===== config.mk =====
export PLATFORM = sky130hd
export DESIGN_NAME = orion_2ph_sync_rx
export DESIGN_NICKNAME = d
export VERILOG_FILES = /design/src/rtl/orion_2ph_sync_rx_pkg.sv /design/src/rtl/orion_2ph_sync_rx_sync_ff.sv /design/src/rtl/orion_2ph_sync_rx.sv
export SDC_FILE = /design/constraint.sdc
export NUM_CORES = 1
export LEC_CHECK = 0
export CAP_MARGIN = 5
export CORE_MARGIN = 2
export CORE_UTILIZATION = 43
export DETAILED_ROUTE_END_ITERATION = 8
export GPL_TIMING_DRIVEN = 0
export PLACE_DENSITY = 0.74
export SYNTH_ARGS = -nofsm -noshare
export SYNTH_HDL_FRONTEND = slang
export SYNTH_SLANG_ARGS = --single-unit

===== constraint.sdc =====
create_clock -name clk -period 1.5 [get_ports clk]
set_input_delay 0.375 -clock clk [delete_from_list [all_inputs] [get_ports clk]]
set_output_delay 0.375 -clock clk [all_outputs]
set_load 0.02 [all_outputs]

===== src/rtl/orion_2ph_sync_rx_pkg.sv =====
// Shared constants and sizing helpers for the orion 2-phase receive boundary.
// Phase encodings are here so that the sender and receiver agree on the reset phase.
package orion_2ph_sync_rx_pkg;

    localparam logic PHASE_LOW  = 1'b0;
    localparam logic PHASE_HIGH = 1'b1;

    localparam int unsigned MIN_SYNC_STAGES = 2;
    localparam int unsigned MIN_DEPTH       = 2;

    // Occupancy must represent 0..depth inclusive.
    function automatic int unsigned level_width(input int unsigned depth);
        return $clog2(depth) + 1;
    endfunction

    function automatic int unsigned ptr_width(input int unsigned depth);
        return (depth > 1) ? $clog2(depth) : 1;
    endfunction

    function automatic bit is_pow2(input int unsigned value);
        return (value != 0) && ((value & (value - 1)) == 0);
    endfunction

endpackage


===== src/rtl/orion_2ph_sync_rx_sync_ff.sv =====
// Multi-flop synchronizer for a single asynchronous level; all flops reset to INIT
// so that a freshly reset chain never shows a phase change the sender did not make.
module orion_2ph_sync_rx_sync_ff
    import orion_2ph_sync_rx_pkg::*;
#(
    parameter int unsigned STAGES = 2,
    parameter logic        INIT   = PHASE_LOW
) (
    input  logic clk,
    input  logic reset,
    input  logic d,
    output logic q
);

    logic [STAGES-1:0] chain_q;

    always_ff @(posedge clk or posedge reset) begin
        if (reset) begin
            chain_q <= {STAGES{INIT}};
        end else begin
            chain_q <= {chain_q[STAGES-2:0], d};
        end
    end

    assign q = chain_q[STAGES-1];

endmodule


===== src/rtl/orion_2ph_sync_rx.sv =====
// Clocked receiver for a transition-signalled bundled-data channel: synchronizes the
// request phase, captures the bundled word into a small FIFO and returns the ack phase.
module orion_2ph_sync_rx
    import orion_2ph_sync_rx_pkg::*;
#(
    parameter int unsigned DATA_W      = 8,
    parameter int unsigned SYNC_STAGES = 2,
    parameter int unsigned DEPTH       = 2,
    parameter logic        P_INIT      = PHASE_LOW
) (
    input  logic                          clk,
    input  logic                          reset,
    input  logic                          in_req,
    input  logic [DATA_W-1:0]             in_data,
    output logic                          in_ack,
    output logic                          out_valid,
    output logic [DATA_W-1:0]             out_data,
    input  logic                          out_ready,
    output logic [level_width(DEPTH)-1:0] level
);

    localparam int unsigned PTR_W = ptr_width(DEPTH);
    localparam int unsigned LVL_W = level_width(DEPTH);

    if (SYNC_STAGES < MIN_SYNC_STAGES) begin : g_bad_sync
        $error("SYNC_STAGES must be at least 2");
    end
    if ((DEPTH < MIN_DEPTH) || !is_pow2(DEPTH)) begin : g_bad_depth
        $error("DEPTH must be a power of two and at least 2");
    end

    logic              req_s;
    logic              ack_q;
    logic              pending;
    logic              full;
    logic              empty;
    logic              push;
    logic              pop;
    logic [PTR_W-1:0]  wptr_q;
    logic [PTR_W-1:0]  rptr_q;
    logic [LVL_W-1:0]  level_q;
    logic [LVL_W-1:0]  level_d;
    logic [DATA_W-1:0] mem_q [DEPTH];

    orion_2ph_sync_rx_sync_ff #(
        .STAGES (SYNC_STAGES),
        .INIT   (P_INIT)
    ) u_req_sync (
        .clk   (clk),
        .reset (reset),
        .d     (in_req),
        .q     (req_s)
    );

    // A token is outstanding whenever the synchronized request phase differs from ack.
    assign pending = req_s ^ ack_q;
    // Full looks only at the registered level, so a same-cycle pop never frees a slot.
    assign full    = (level_q == LVL_W'(DEPTH));
    assign empty   = (level_q == '0);
    assign push    = pending & ~full;
    assign pop     = ~empty & out_ready;

    always_comb begin
        level_d = level_q;
        unique case ({push, pop})
            2'b10:   level_d = level_q + LVL_W'(1);
            2'b01:   level_d = level_q - LVL_W'(1);
            default: level_d = level_q;
        endcase
    end

    always_ff @(posedge clk or posedge reset) begin
        if (reset) begin
            ack_q   <= P_INIT;
            wptr_q  <= '0;
            rptr_q  <= '0;
            level_q <= '0;
        end else begin
            if (push) begin
                ack_q  <= ~ack_q;
                wptr_q <= wptr_q + PTR_W'(1);
            end
            if (pop) begin
                rptr_q <= rptr_q + PTR_W'(1);
            end
            level_q <= level_d;
        end
    end

    always_ff @(posedge clk or posedge reset) begin
        if (reset) begin
            for (int i = 0; i < DEPTH; i++) begin
                mem_q[i] <= '0;
            end
        end else if (push) begin
            mem_q[wptr_q] <= in_data;
        end
    end

    assign in_ack    = ack_q;
    assign out_valid = ~empty;
    assign out_data  = mem_q[rptr_q];
    assign level     = level_q;

    level_bounded: assert property (@(posedge clk) disable iff (reset)
        level_q <= LVL_W'(DEPTH));

endmodule

==> results of run 1 <==
power groups by stage:
stage	registers, uW	logic [uW]	clock network (uW)
after global routing	1160	2410	323
after CTS	1070	1790	291
final	1110	2270	289
after detailed placement	1120	1810	0
after global placement	1090	1780	0
after floorplan	1120	1190	0
layout make-up:
cell class | count | area [um^2] | area share, %
Multi-Input combinational cell | 39 | 494.2 | 34.44
Tap cell | 28 | 35.03 | 2.441
Timing Repair Buffer | 28 | 275.3 | 19.18
Sequential cell | 23 | 578.1 | 40.28
Inverter | 1 | 3.754 | 0.2616
Buffer | 2 | 22.52 | 1.569
Clock buffer | 4 | 26.28 | 1.831
final timing paths:
path / slack (ns) / end / startpoint
hold reg to reg: 0.37 / u_req_sync.chain_q[1] / u_req_sync.chain_q[0]
min in group asynchronous: 0.51 / mem_q[1] / reset
setup / recovery: -0.21 / out_data[3] / rptr_q
setup reg to reg: 0.03 / level[1] / level[0]
hold / removal: 0.37 / u_req_sync.chain_q[1] / u_req_sync.chain_q[0]
max in group asynchronous: 0.42 / level[0] / reset
registers in the layout, summed over array words and instances, names as in the netlist:
| name | flops |
|---|---|
| mem_q | 16 |
| level | 2 |
| rptr_q | 1 |
| wptr_q | 1 |
| in_ack | 1 |
| u_req_sync.chain_q | 2 |
stage by stage:
stage	instances	setup slack [ns]	setup TNS [ns]	cell area [um^2]	utilization, %
detailed placement	116	-0.3222	-2.749	1280	58.42
floorplan	65	-0.009144	-0.009144	1015	-
global route	125	-0.2523	-2.104	1435	65.51
finish	125	-0.2133	-1.639	1435	65.51
CTS	125	-0.2029	-1.814	1310	59.79
global placement	116	-0.3284	-2.709	1280	58.42
layout by cell type, fill, tap and decap left out, drive strengths merged:
cell / n
and2: 1
and3b: 1
xnor2: 3
buf: 17
inv: 1
xor2: 3
nand2: 1
clkbuf: 5
clkdlybuf4s50: 11
ha: 1
nor2: 1
nand2b: 1
nand3: 1
mux2: 25
dlygate4sd2: 1
dfrtp: 23
or2: 1
Yosys cell counts, drive strengths merged:
cell type	instances	area, um^2
and2	1	6.260
and3b	1	8.760
buf	2	16.26
dfrtp	23	575.6
ha	1	12.51
inv	1	3.750
mux2	25	281.5
nand2	1	3.750
nand2b	1	13.76
nand3	1	10.01
nor2	1	3.750
or2	1	6.260
xnor2	3	26.28
xor2	3	26.28
metal layers:
layer | vias up | share of wire, %
li1 | 285 | -
met1 | 316 | 44
met2 | 12 | 50
met3 | 5 | 3.0
met4 | 0 | 2.6
met5 | - | 0
kinds of logic after synthesis:
group                    count (synthesis)  share of synthesized area [%]
XOR/XNOR                                 6                          5.284
adder cells (fa/ha/maj)                  1                          1.258
buffers and inverters                    3                          2.012
flip-flops                              23                          57.86
multiplexers                            25                          28.30
AND/OR/NAND/NOR                          7                          5.283
timing repair:
item                                    in CTS  in global routing
endpoints found under the setup margin      13                 26
gates resized for setup                     48                 39
buffers inserted                             5                  0
cloned                                       0                  1
pin swaps                                    2                  5
==> insert_results.sql, run 1 <==
INSERT INTO impl_metrics (metric_group, metric, value, unit) VALUES
('clocking', 'h-tree-depth', '1', ''),
('setup_path', 'cpMostUsedCell', 'sky130_fd_sc_hd__buf_6', ''),
('power', 'power.combinational.fraction', '61.9', '%'),
('sta', 'tightestPinTransition', '0.8345', 'ns'),
('grt', 'global_route.usage.met3', '3.448', '%'),
('grt', 'wire_length_of_the_first_global_routing_pass', '2.746', 'mm'),
('power', 'power_frac_seq', '30.3', '%'),
('setup_path', 'timing.critical_path.buf_inv', '2', ''),
('setup_path', 'crit_required', '1.12', 'ns'),
('power', 'power_per_cell_area', '2557', 'nW/um^2'),
('grt', 'grt-ovfl-total', '0', ''),
('grt', 'initial_antenna_violation_count', '0', ''),
('setup_path', 'critPathCaptureType', 'output pin', ''),
('die', 'chipHeight', '52.10', 'um'),
('final_layout', 'fillers', '170', ''),
('setup_path', 'cp_slowest_stage_delay', '0.43', 'ns'),
('setup_path', 'worst_ep_arrival_time', '1.34', 'ns'),
('grt', 'use_met2', '24.89', '%'),
('die', 'floorplan.initialDensity', '45.40', '%'),
('power', 'switching_power', '1283', 'uW'),
('die', 'row_count', '17', ''),
('setup_path', 'cp.depth', '3', ''),
('clocking', 'cts_made_buffers', '3', ''),
('sta', 'timing_max_transition_violations_final', '0', ''),
('detailed_routing', 'ant_nets', '0', ''),
('die', 'top_ports', '24', ''),
('synthesis', 'synth_cells', '65', ''),
('grt', 'grt_start_max_net_pins', '24', ''),
('clocking', 'tritoncts', 'yes', ''),
('power', 'ir_worst_vdd', '1.432', 'mV'),
('final_layout', 'finish.net_count', '111', ''),
('sta', 'setup_slack', '-0.2133', 'ns'),
('detailed_routing', 'dr.pass1.iters', '4', ''),
('synthesis', 'synth.net_count', '78', ''),
('placement', 'place_congestion', '0.7163', ''),
('setup_path', 'cpLargestDelayFamily', 'flip-flops', ''),
('sta', 'clock_skew_after_layout', '0.001731', 'ns'),
('grt', 'grt_most_used_layer', 'met2', ''),
('die', 'floorplan.die_area', '2714', 'um^2'),
('placement', 'place_hpwl', '1.192', 'mm'),
('sta', 'report.final.hold_viol_count', '0', ''),
('setup_path', 'ff2ff_path_depth', '6', ''),
('clocking', 'path_clk_slew', '0.12', 'ns'),
('run', 'timing.max_cap.violations', '0', ''),
('synthesis', 'part_of_the_yosys_area_used_for_sequential_elements', '57.86', '%'),
('setup_path', 'cp_cell_sequence', 'buf_6, mux2_4, buf_6', ''),
('power', 'power.internal', '2387', 'uW'),
('sta', 'worst_slew_margin_rel', '44.31', '%'),
('clocking', 'ctsRootBufferMaster', 'sky130_fd_sc_hd__clkbuf_4', ''),
('final_layout', 'area_growth_from_synthesis_to_final_layout', '44.28', '%'),
('outcome', 'outcome', 'finished with violations', ''),
('setup_path', 'crit_path_start_kind', 'register', ''),
('sta', 'finish_stage_setup_viols', '9', ''),
('die', 'die_width', '52.10', 'um'),
('sta', 'min_period_over_period', '114.2', '%'),
('synthesis', 'synth.distinct_cells', '15', ''),
('sta', 'max_freq', '583.7', 'MHz'),
('power', 'post-layout-total-power', '3670', 'uW'),
('setup_path', 'worstSetupPathType', 'register to output pin', ''),
('sta', 'whs', '0.3725', 'ns'),
('placement', 'placement.io_buffers', '23', ''),
('setup_path', 'critPathMaxFanout', '5', ''),
('power', 'clkPwrFrac', '7.9', '%'),
('clocking', 'worst_skew_pair.late_latency', '0.31', 'ns'),
('die', 'core_area', '2191', 'um^2'),
('outcome', 'violated_checks', 'setup timing', ''),
('detailed_routing', 'routed_wirelength', '1.912', 'mm'),
('setup_path', 'crit_path_top_delay_cell', 'sky130_fd_sc_hd__dfrtp_1', ''),
('power', 'power_switching_share', '34.96', '%'),
('sta', 'rsz0062_at_grt', 'yes', ''),
('detailed_routing', 'detail_route.iter0.violations', '5', '');
No activity file was read; power rests on OpenSTA's default activity.
==> run 2: changes to the inputs <==
--- a/config.mk
+++ b/config.mk
@@ -5,7 +5,6 @@
 export SDC_FILE = /design/constraint.sdc
 export NUM_CORES = 1
 export LEC_CHECK = 0
-export CAP_MARGIN = 5
 export CORE_MARGIN = 2
 export CORE_UTILIZATION = 43
 export DETAILED_ROUTE_END_ITERATION = 8
==> results of run 2 <==
No change in the layout: final DEF, timing and power equal those of run 1.
